$ cat src/rtl/pipeline_hazard_controller_if.sv
// Pipeline hazard controller bundle.
// Groups the hazard-detection inputs, the dmem handshake and the pipeline
// register controls that pass between the datapath and the hazard controller.
//   master : hazard controller side (drives enables, flushes, dmem_req, status)
//   slave  : datapath side (drives hazard inputs and dmem_ack)
// Signals:
//   id_rs1/id_rs2, id_uses_rs1/id_uses_rs2 : ID-stage source operands
//   ex_is_load, ex_rd, ex_redirect          : EX-stage load / redirect info
//   mem_access, dmem_ack, dmem_req          : dmem handshake
//   pc_en, *_en, *_flush, mem_wb_bubble     : pipeline register controls
//   timeout_err, stall_count                : status / performance counter
interface pipeline_hazard_controller_if #(
    parameter int unsigned STALL_CNT_W = 16
);
    logic [4:0]             id_rs1;
    logic [4:0]             id_rs2;
    logic                   id_uses_rs1;
    logic                   id_uses_rs2;
    logic                   ex_is_load;
    logic [4:0]             ex_rd;
    logic                   ex_redirect;
    logic                   mem_access;
    logic                   dmem_ack;
    logic                   dmem_req;
    logic                   pc_en;
    logic                   if_id_en;
    logic                   id_ex_en;
    logic                   ex_mem_en;
    logic                   mem_wb_en;
    logic                   if_id_flush;
    logic                   id_ex_flush;
    logic                   mem_wb_bubble;
    logic                   timeout_err;
    logic [STALL_CNT_W-1:0] stall_count;

    modport master (
        input  id_rs1, id_rs2, id_uses_rs1, id_uses_rs2,
        input  ex_is_load, ex_rd, ex_redirect, mem_access, dmem_ack,
        output dmem_req, pc_en, if_id_en, id_ex_en, ex_mem_en, mem_wb_en,
        output if_id_flush, id_ex_flush, mem_wb_bubble, timeout_err, stall_count
    );

    modport slave (
        output id_rs1, id_rs2, id_uses_rs1, id_uses_rs2,
        output ex_is_load, ex_rd, ex_redirect, mem_access, dmem_ack,
        input  dmem_req, pc_en, if_id_en, id_ex_en, ex_mem_en, mem_wb_en,
        input  if_id_flush, id_ex_flush, mem_wb_bubble, timeout_err, stall_count
    );
endinterface

$ cat src/rtl/pipeline_hazard_controller.sv
// Central sequencer for the 5-stage pipeline registers. Decides per-register
// enables/flushes for dmem wait states, load-use hazards and EX redirects,
// guards the dmem handshake with a timeout, and counts stall cycles.
// Ports:
//   clock : rising-edge clock
//   reset : asynchronous active-low reset
//   bus   : pipeline_hazard_controller_if.master (hazard inputs, dmem
//           handshake, register controls, timeout_err, stall_count)
// Decisions are combinational from state + inputs; only the state, the wait
// timer and stall_count are registered.
module pipeline_hazard_controller #(
    parameter int unsigned MEM_TIMEOUT = 16,
    parameter int unsigned STALL_CNT_W = 16
) (
    input logic                          clock,
    input logic                          reset,
    pipeline_hazard_controller_if.master bus
);
    localparam int unsigned TIMER_W = $clog2(MEM_TIMEOUT);
    localparam logic [TIMER_W-1:0] TIMER_LAST = TIMER_W'(MEM_TIMEOUT - 1);

    typedef enum logic [1:0] {
        S_RUN      = 2'd0,
        S_MEM_WAIT = 2'd1,
        S_ERROR    = 2'd2
    } state_t;

    state_t                 state_q, state_d;
    logic [TIMER_W-1:0]     timer_q, timer_d;
    logic [STALL_CNT_W-1:0] stall_q;

    logic load_use;
    logic freeze, advance;
    logic dmem_req, pc_en, if_id_en, id_ex_en, ex_mem_en, mem_wb_en;
    logic if_id_flush, id_ex_flush, mem_wb_bubble, timeout_err;

    assign load_use = bus.ex_is_load && (bus.ex_rd != 5'd0) &&
                      ((bus.id_uses_rs1 && (bus.id_rs1 == bus.ex_rd)) ||
                       (bus.id_uses_rs2 && (bus.id_rs2 == bus.ex_rd)));

    always_comb begin
        state_d       = state_q;
        timer_d       = timer_q;
        freeze        = 1'b0;
        advance       = 1'b0;
        dmem_req      = 1'b0;
        pc_en         = 1'b0;
        if_id_en      = 1'b0;
        id_ex_en      = 1'b0;
        ex_mem_en     = 1'b0;
        mem_wb_en     = 1'b0;
        if_id_flush   = 1'b0;
        id_ex_flush   = 1'b0;
        mem_wb_bubble = 1'b0;
        timeout_err   = 1'b0;

        case (state_q)
            S_RUN: begin
                dmem_req = bus.mem_access;
                timer_d  = '0;
                if (bus.mem_access && !bus.dmem_ack) begin
                    freeze  = 1'b1;
                    state_d = S_MEM_WAIT;
                    timer_d = TIMER_W'(1);
                end else begin
                    advance = 1'b1;
                end
            end
            S_MEM_WAIT: begin
                dmem_req = 1'b1;
                if (bus.dmem_ack) begin
                    advance = 1'b1;
                    state_d = S_RUN;
                    timer_d = '0;
                end else begin
                    freeze  = 1'b1;
                    timer_d = timer_q + TIMER_W'(1);
                    if (timer_q == TIMER_LAST) begin
                        state_d = S_ERROR;
                        timer_d = '0;
                    end
                end
            end
            S_ERROR: begin
                timeout_err = 1'b1;
            end
            default: begin
                state_d = S_RUN;
                timer_d = '0;
            end
        endcase

        // Mem stall: only MEM/WB moves, and it captures a bubble.
        if (freeze) begin
            mem_wb_en     = 1'b1;
            mem_wb_bubble = 1'b1;
        end

        // Normal advance; a redirect squashes IF/ID and ID/EX, which also
        // removes the consumer of any load-use hazard, so it wins.
        if (advance) begin
            pc_en     = 1'b1;
            if_id_en  = 1'b1;
            id_ex_en  = 1'b1;
            ex_mem_en = 1'b1;
            mem_wb_en = 1'b1;
            if (bus.ex_redirect) begin
                if_id_flush = 1'b1;
                id_ex_flush = 1'b1;
            end else if (load_use) begin
                pc_en       = 1'b0;
                if_id_en    = 1'b0;
                id_ex_flush = 1'b1;
            end
        end
    end

    always_ff @(posedge clock or negedge reset) begin
        if (!reset) begin
            state_q <= S_RUN;
            timer_q <= '0;
            stall_q <= '0;
        end else begin
            state_q <= state_d;
            timer_q <= timer_d;
            if ((state_q != S_ERROR) && !pc_en && (stall_q != '1)) begin
                stall_q <= stall_q + STALL_CNT_W'(1);
            end
        end
    end

    // Outputs are gated by reset so everything drops asynchronously.
    assign bus.dmem_req      = reset & dmem_req;
    assign bus.pc_en         = reset & pc_en;
    assign bus.if_id_en      = reset & if_id_en;
    assign bus.id_ex_en      = reset & id_ex_en;
    assign bus.ex_mem_en     = reset & ex_mem_en;
    assign bus.mem_wb_en     = reset & mem_wb_en;
    assign bus.if_id_flush   = reset & if_id_flush;
    assign bus.id_ex_flush   = reset & id_ex_flush;
    assign bus.mem_wb_bubble = reset & mem_wb_bubble;
    assign bus.timeout_err   = reset & timeout_err;
    assign bus.stall_count   = stall_q;
endmodule
$ cat src/flat_wrapper.sv
// flat-port wrapper written by rule: the top's interface ports become plain ports
module pipeline_hazard_controller_flat 
#(
    parameter int unsigned MEM_TIMEOUT = 16,
    parameter int unsigned STALL_CNT_W = 16
)
  (clock, reset, bus_id_rs1, bus_id_rs2, bus_id_uses_rs1, bus_id_uses_rs2, bus_ex_is_load, bus_ex_rd, bus_ex_redirect, bus_mem_access, bus_dmem_ack, bus_dmem_req, bus_pc_en, bus_if_id_en, bus_id_ex_en, bus_ex_mem_en, bus_mem_wb_en, bus_if_id_flush, bus_id_ex_flush, bus_mem_wb_bubble, bus_timeout_err, bus_stall_count);
  pipeline_hazard_controller_if #(.STALL_CNT_W(STALL_CNT_W)) bus_i ();
  input logic clock;
  input logic reset;
  input wire logic [$bits(bus_i.id_rs1)-1:0] bus_id_rs1;
  input wire logic [$bits(bus_i.id_rs2)-1:0] bus_id_rs2;
  input wire logic [$bits(bus_i.id_uses_rs1)-1:0] bus_id_uses_rs1;
  input wire logic [$bits(bus_i.id_uses_rs2)-1:0] bus_id_uses_rs2;
  input wire logic [$bits(bus_i.ex_is_load)-1:0] bus_ex_is_load;
  input wire logic [$bits(bus_i.ex_rd)-1:0] bus_ex_rd;
  input wire logic [$bits(bus_i.ex_redirect)-1:0] bus_ex_redirect;
  input wire logic [$bits(bus_i.mem_access)-1:0] bus_mem_access;
  input wire logic [$bits(bus_i.dmem_ack)-1:0] bus_dmem_ack;
  output wire logic [$bits(bus_i.dmem_req)-1:0] bus_dmem_req;
  output wire logic [$bits(bus_i.pc_en)-1:0] bus_pc_en;
  output wire logic [$bits(bus_i.if_id_en)-1:0] bus_if_id_en;
  output wire logic [$bits(bus_i.id_ex_en)-1:0] bus_id_ex_en;
  output wire logic [$bits(bus_i.ex_mem_en)-1:0] bus_ex_mem_en;
  output wire logic [$bits(bus_i.mem_wb_en)-1:0] bus_mem_wb_en;
  output wire logic [$bits(bus_i.if_id_flush)-1:0] bus_if_id_flush;
  output wire logic [$bits(bus_i.id_ex_flush)-1:0] bus_id_ex_flush;
  output wire logic [$bits(bus_i.mem_wb_bubble)-1:0] bus_mem_wb_bubble;
  output wire logic [$bits(bus_i.timeout_err)-1:0] bus_timeout_err;
  output wire logic [$bits(bus_i.stall_count)-1:0] bus_stall_count;
  assign bus_i.id_rs1 = bus_id_rs1;
  assign bus_i.id_rs2 = bus_id_rs2;
  assign bus_i.id_uses_rs1 = bus_id_uses_rs1;
  assign bus_i.id_uses_rs2 = bus_id_uses_rs2;
  assign bus_i.ex_is_load = bus_ex_is_load;
  assign bus_i.ex_rd = bus_ex_rd;
  assign bus_i.ex_redirect = bus_ex_redirect;
  assign bus_i.mem_access = bus_mem_access;
  assign bus_i.dmem_ack = bus_dmem_ack;
  assign bus_dmem_req = bus_i.dmem_req;
  assign bus_pc_en = bus_i.pc_en;
  assign bus_if_id_en = bus_i.if_id_en;
  assign bus_id_ex_en = bus_i.id_ex_en;
  assign bus_ex_mem_en = bus_i.ex_mem_en;
  assign bus_mem_wb_en = bus_i.mem_wb_en;
  assign bus_if_id_flush = bus_i.if_id_flush;
  assign bus_id_ex_flush = bus_i.id_ex_flush;
  assign bus_mem_wb_bubble = bus_i.mem_wb_bubble;
  assign bus_timeout_err = bus_i.timeout_err;
  assign bus_stall_count = bus_i.stall_count;
  pipeline_hazard_controller #(.MEM_TIMEOUT(MEM_TIMEOUT), .STALL_CNT_W(STALL_CNT_W)) u_core (.clock(clock), .reset(reset), .bus(bus_i));
endmodule
$ cat config.mk
export PLATFORM = sky130hd
export DESIGN_NAME = pipeline_hazard_controller_flat
export DESIGN_NICKNAME = d
export VERILOG_FILES = /design/src/rtl/pipeline_hazard_controller_if.sv /design/src/rtl/pipeline_hazard_controller.sv /design/src/flat_wrapper.sv
export SDC_FILE = /design/constraint.sdc
export NUM_CORES = 1
export LEC_CHECK = 0
export ABC_AREA = 1
export CORE_ASPECT_RATIO = 1.1
export CORE_MARGIN = 2
export CORE_UTILIZATION = 47
export DETAILED_ROUTE_END_ITERATION = 8
export HOLD_SLACK_MARGIN = 0.02
export PLACE_DENSITY = 0.8
export SETUP_SLACK_MARGIN = 0.02
export SLEW_MARGIN = 20
export SYNTH_ARGS = -nofsm -noshare
export SYNTH_HDL_FRONTEND = slang
export SYNTH_SLANG_ARGS = --single-unit
$ cat constraint.sdc
create_clock -name clock -period 2.1 [get_ports clock]
set_clock_uncertainty 0.2 [all_clocks]
set_input_delay 0.21 -clock clock [delete_from_list [all_inputs] [get_ports clock]]
set_output_delay 0.21 -clock clock [all_outputs]
set_load 0.02 [all_outputs]
==> run_results.csv <==
group,metric,value,unit
outcome,status,"finished clean",
logic_synthesis,ys_seq_area_frac,0.340,
pwr,p_leak,1.16,nW
clock_tree,path_clk_slew,0.12,ns
floorplan,fp.dieArea,0.00393,sq mm
pwr,seqPwrFrac,0.558,
detailed_routing,wl_met2,1.93,mm
logic_synthesis,postSynthRegisterBits,22,
logic_synthesis,netlist_instances,236,
sta,post-route-min-period,1.98,ns
sta,drv_slew,0,
final_layout,drive_gt1_frac,0.139,
clock_tree,ctsHoldBuffers,0,
detailed_routing,wl_met3,214,microns
pwr,power,0.760,mW
detailed_routing,drt-met1-wl,1.58,mm
detailed_routing,wl_per_cell,10.9,microns
setup_path,crit_chain,"nor2_2 > inv_1 > nor2_2 > buf_4 > clkdlybuf4s15_1",
place,dp_hpwl,2.91,mm
sta,setup_violations,0,
detailed_routing,top_layer,"met4",
final_layout,regArea,551,sq um
place,place_congestion,0.820,
pwr,power.switching,0.173,mW
clock_tree,clockRootBuffer,"clkbuf_4",
setup_path,r2r_end,"u_core.bus.stall_count[2]",
setup_path,end_kind,"output port",
logic_synthesis,synth_warnings,0,
logic_synthesis,synth_area_leaders,"dfrtp_1, nand2_1, nand4_1",
clock_tree,htreeDepth,1,
final_layout,final_util,0.671,
setup_path,cpMostUsedCell,"nor2_2",
place,io_buffer_count,48,
pwr,internal-power,0.586,mW
detailed_routing,vias,1709,
detailed_routing,drc,0,
sta,min_period_over_period,0.943,
grt,grt_pass1_vias,1649,
clock_tree,numCtsBuffers,3,
sta,worstMarginPinSlew,0.291,ns
job,cap_violations,0,
detailed_routing,first_pass_iters,4,
setup_path,worstSetupPathType,"reg2out",
logic_synthesis,synthDistinctLibCells,26,
grt,grt_pass1_wl,6.66,mm
setup_path,crit_path_max_fanout,5,
setup_path,path_buf_inv,3,
setup_path,cp_num_cells,5,
detailed_routing,routed_via_density,4.97,
floorplan,rows,22,
clock_tree,cts_num_sinks,22,
final_layout,final_cell_mix,"nand2_1, clkdlybuf4s50_1, inv_1, nor2_1, dfrtp_1",
pwr,pwr-share-clk,0.306,
setup_path,slowest_stage,"dfrtp_1",
floorplan,die_h,65.6,microns
grt,grt_usage,0.214,
logic_synthesis,syn_nets,261,
final_layout,num-fill-cells,299,
grt,antenna_found_initial,0,
floorplan,io_pins,49,
pwr,p_per_area,340,mW/mm^2
detailed_routing,wl,3.76,mm
setup_path,r2r-start,"u_core.bus.stall_count[0]",
floorplan,initial_core_util,0.486,
floorplan,core_area,0.00333,sq mm
final_layout,final_common_cell,"nand2_1",
final_layout,diodes,0,
setup_path,r2r_setup_slack,0.27,ns
final_layout,multi_input_area,875,sq um
setup_path,slowest_delay,0.45,ns
floorplan,die_w,60.0,microns
logic_synthesis,yosysTopAreaCell,"dfrtp_1",
logic_synthesis,postSynthAreaPerCell,6.86,sq um
clock_tree,post_cts_buffers,0,
setup_path,worstPathArrival,1.57,ns
grt,grt_overflow_total,0,
min_path,hold_class,"in2async",
final_layout,nNetsFinal,322,
setup_path,crit_start,"u_core.state_q[1]",
logic_synthesis,synth_top_area_share,0.340,
grt,grt_max_degree,23,
logic_synthesis,syn_area,0.00162,sq mm
setup_path,cp_top_family,"buffers and inverters",
sta,relSlewSlack,0.806,
detailed_routing,drtIter0Drc,124,
pwr,switching_share,0.228,
sta,hold_viol,0,
sta,max_freq,505,MHz
setup_path,required,1.69,ns
clock_tree,clk_latency,0.31,ns
pwr,p_comb_frac,0.137,
setup_path,endpoint,"bus_ex_mem_en",
setup_path,cp-start-kind,"flop",
setup_path,r2r_cells,7,
clock_tree,clk_path_buf_depth,2,
detailed_routing,antenna_left,0,
pwr,peakVddDrop,0.174,mV
final_layout,areaGrowthSynthToFinish,37.9,%
sta,rsz0062_at_grt,"false",
clock_tree,cts_tree,"built",
[final cells by class]
type                            count  area share
Clock buffer                        4      0.0162
Inverter                           31      0.0521
Timing Repair Buffer               65       0.267
Multi-Input combinational cell    174       0.392
Tap cell                           48      0.0269
Sequential cell                    22       0.246
[power groups by stage]
stage / Combinational [mW] / Clock [mW] / Sequential (mW)
2_1_floorplan: 0.0343 / 0 / 0.432
6_report: 0.104 / 0.232 / 0.423
3_5_place_dp: 0.104 / 0 / 0.432
4_1_cts: 0.105 / 0.237 / 0.424
3_3_place_gp: 0.102 / 0 / 0.432
5_1_grt: 0.118 / 0.256 / 0.424
[per-layer routing]
layer	vias up	global-route usage
li1	864	-
met1	779	0.248
met2	62	0.405
met3	4	0.0217
met4	0	0.0528
met5	-	0
[what timing repair did]
item,in CTS,in global routing
gates cloned,0,0
setup endpoints to repair,8,13
gates resized for setup,18,11
endpoints found under the hold margin,0,0
[per-stage QoR]
stage	setup WS [ns]	hold slack, ns	cells	setup TNS, ns	cell area, sq um
3_5_place_dp	-0.341	0.323	340	-4.14	2200
4_1_cts	0.0290	0.0733	344	0	2230
3_3_place_gp	-0.318	0.307	340	-3.39	2200
5_1_grt	0.0205	0.110	344	0	2230
2_1_floorplan	0.0433	-0.286	236	0	1630
6_report	0.120	0.0654	344	0	2230
[cell families after synthesis]
family | share of synthesized area
xor gates and xnor gates | 0.0703
buffers and inverters | 0.128
and+or+nand+nor | 0.409
DFF | 0.340
adders and majority gates | 0.0155
AOI/OAI and AO/OA | 0.0371
[flip-flops by register name (all words and copies together), names as in the netlist]
name                    count
u_core.timer_q              4
u_core.bus.stall_count     16
u_core.state_q              2
[cells in the mapped netlist]
cell and count:
nand4_1 18, buf_2 1, nor3_2 1, nor2_2 1
buf_6 2, nor2_1 28, a21oi_1 4, xor2_1 9
o31ai_1 1, a32o_1 1, inv_1 28, ha_1 2
clkbuf_8 1, nor3_1 1, o21ai_0 3, xnor2_1 4
nand2_1 79, nand3_2 2, buf_4 4, o211ai_1 1
nand2_2 3, nand3_1 15, dfrtp_1 22, nand4_2 1
inv_2 3, buf_12 1
[how the worst min path moves through the flow]
| stage | end | slack, ns | depth (start not counted) |
|---|---|---|---|
| after floorplan | u_core.bus.stall_count[0] | -0.29 | 0 |
| after global placement | u_core.bus.stall_count[1] | 0.31 | 2 |
| after detailed placement | u_core.bus.stall_count[15] | 0.32 | 2 |
| after CTS | u_core.bus.stall_count[14] | 0.07 | 2 |
| after global routing | u_core.bus.stall_count[11] | 0.11 | 2 |
| final | u_core.bus.stall_count[1] | 0.07 | 2 |
[worst register-to-register path, cell delays in order (launching register included)]
cell	delay [ns]
dfrtp_1	0.43
ha_1	0.22
nand2_1	0.09
nor2_2	0.18
nand4_2	0.22
nand3_2	0.29
nand2_1	0.09
nand2_1	0.07
No activity file was read; power rests on OpenSTA's default activity.
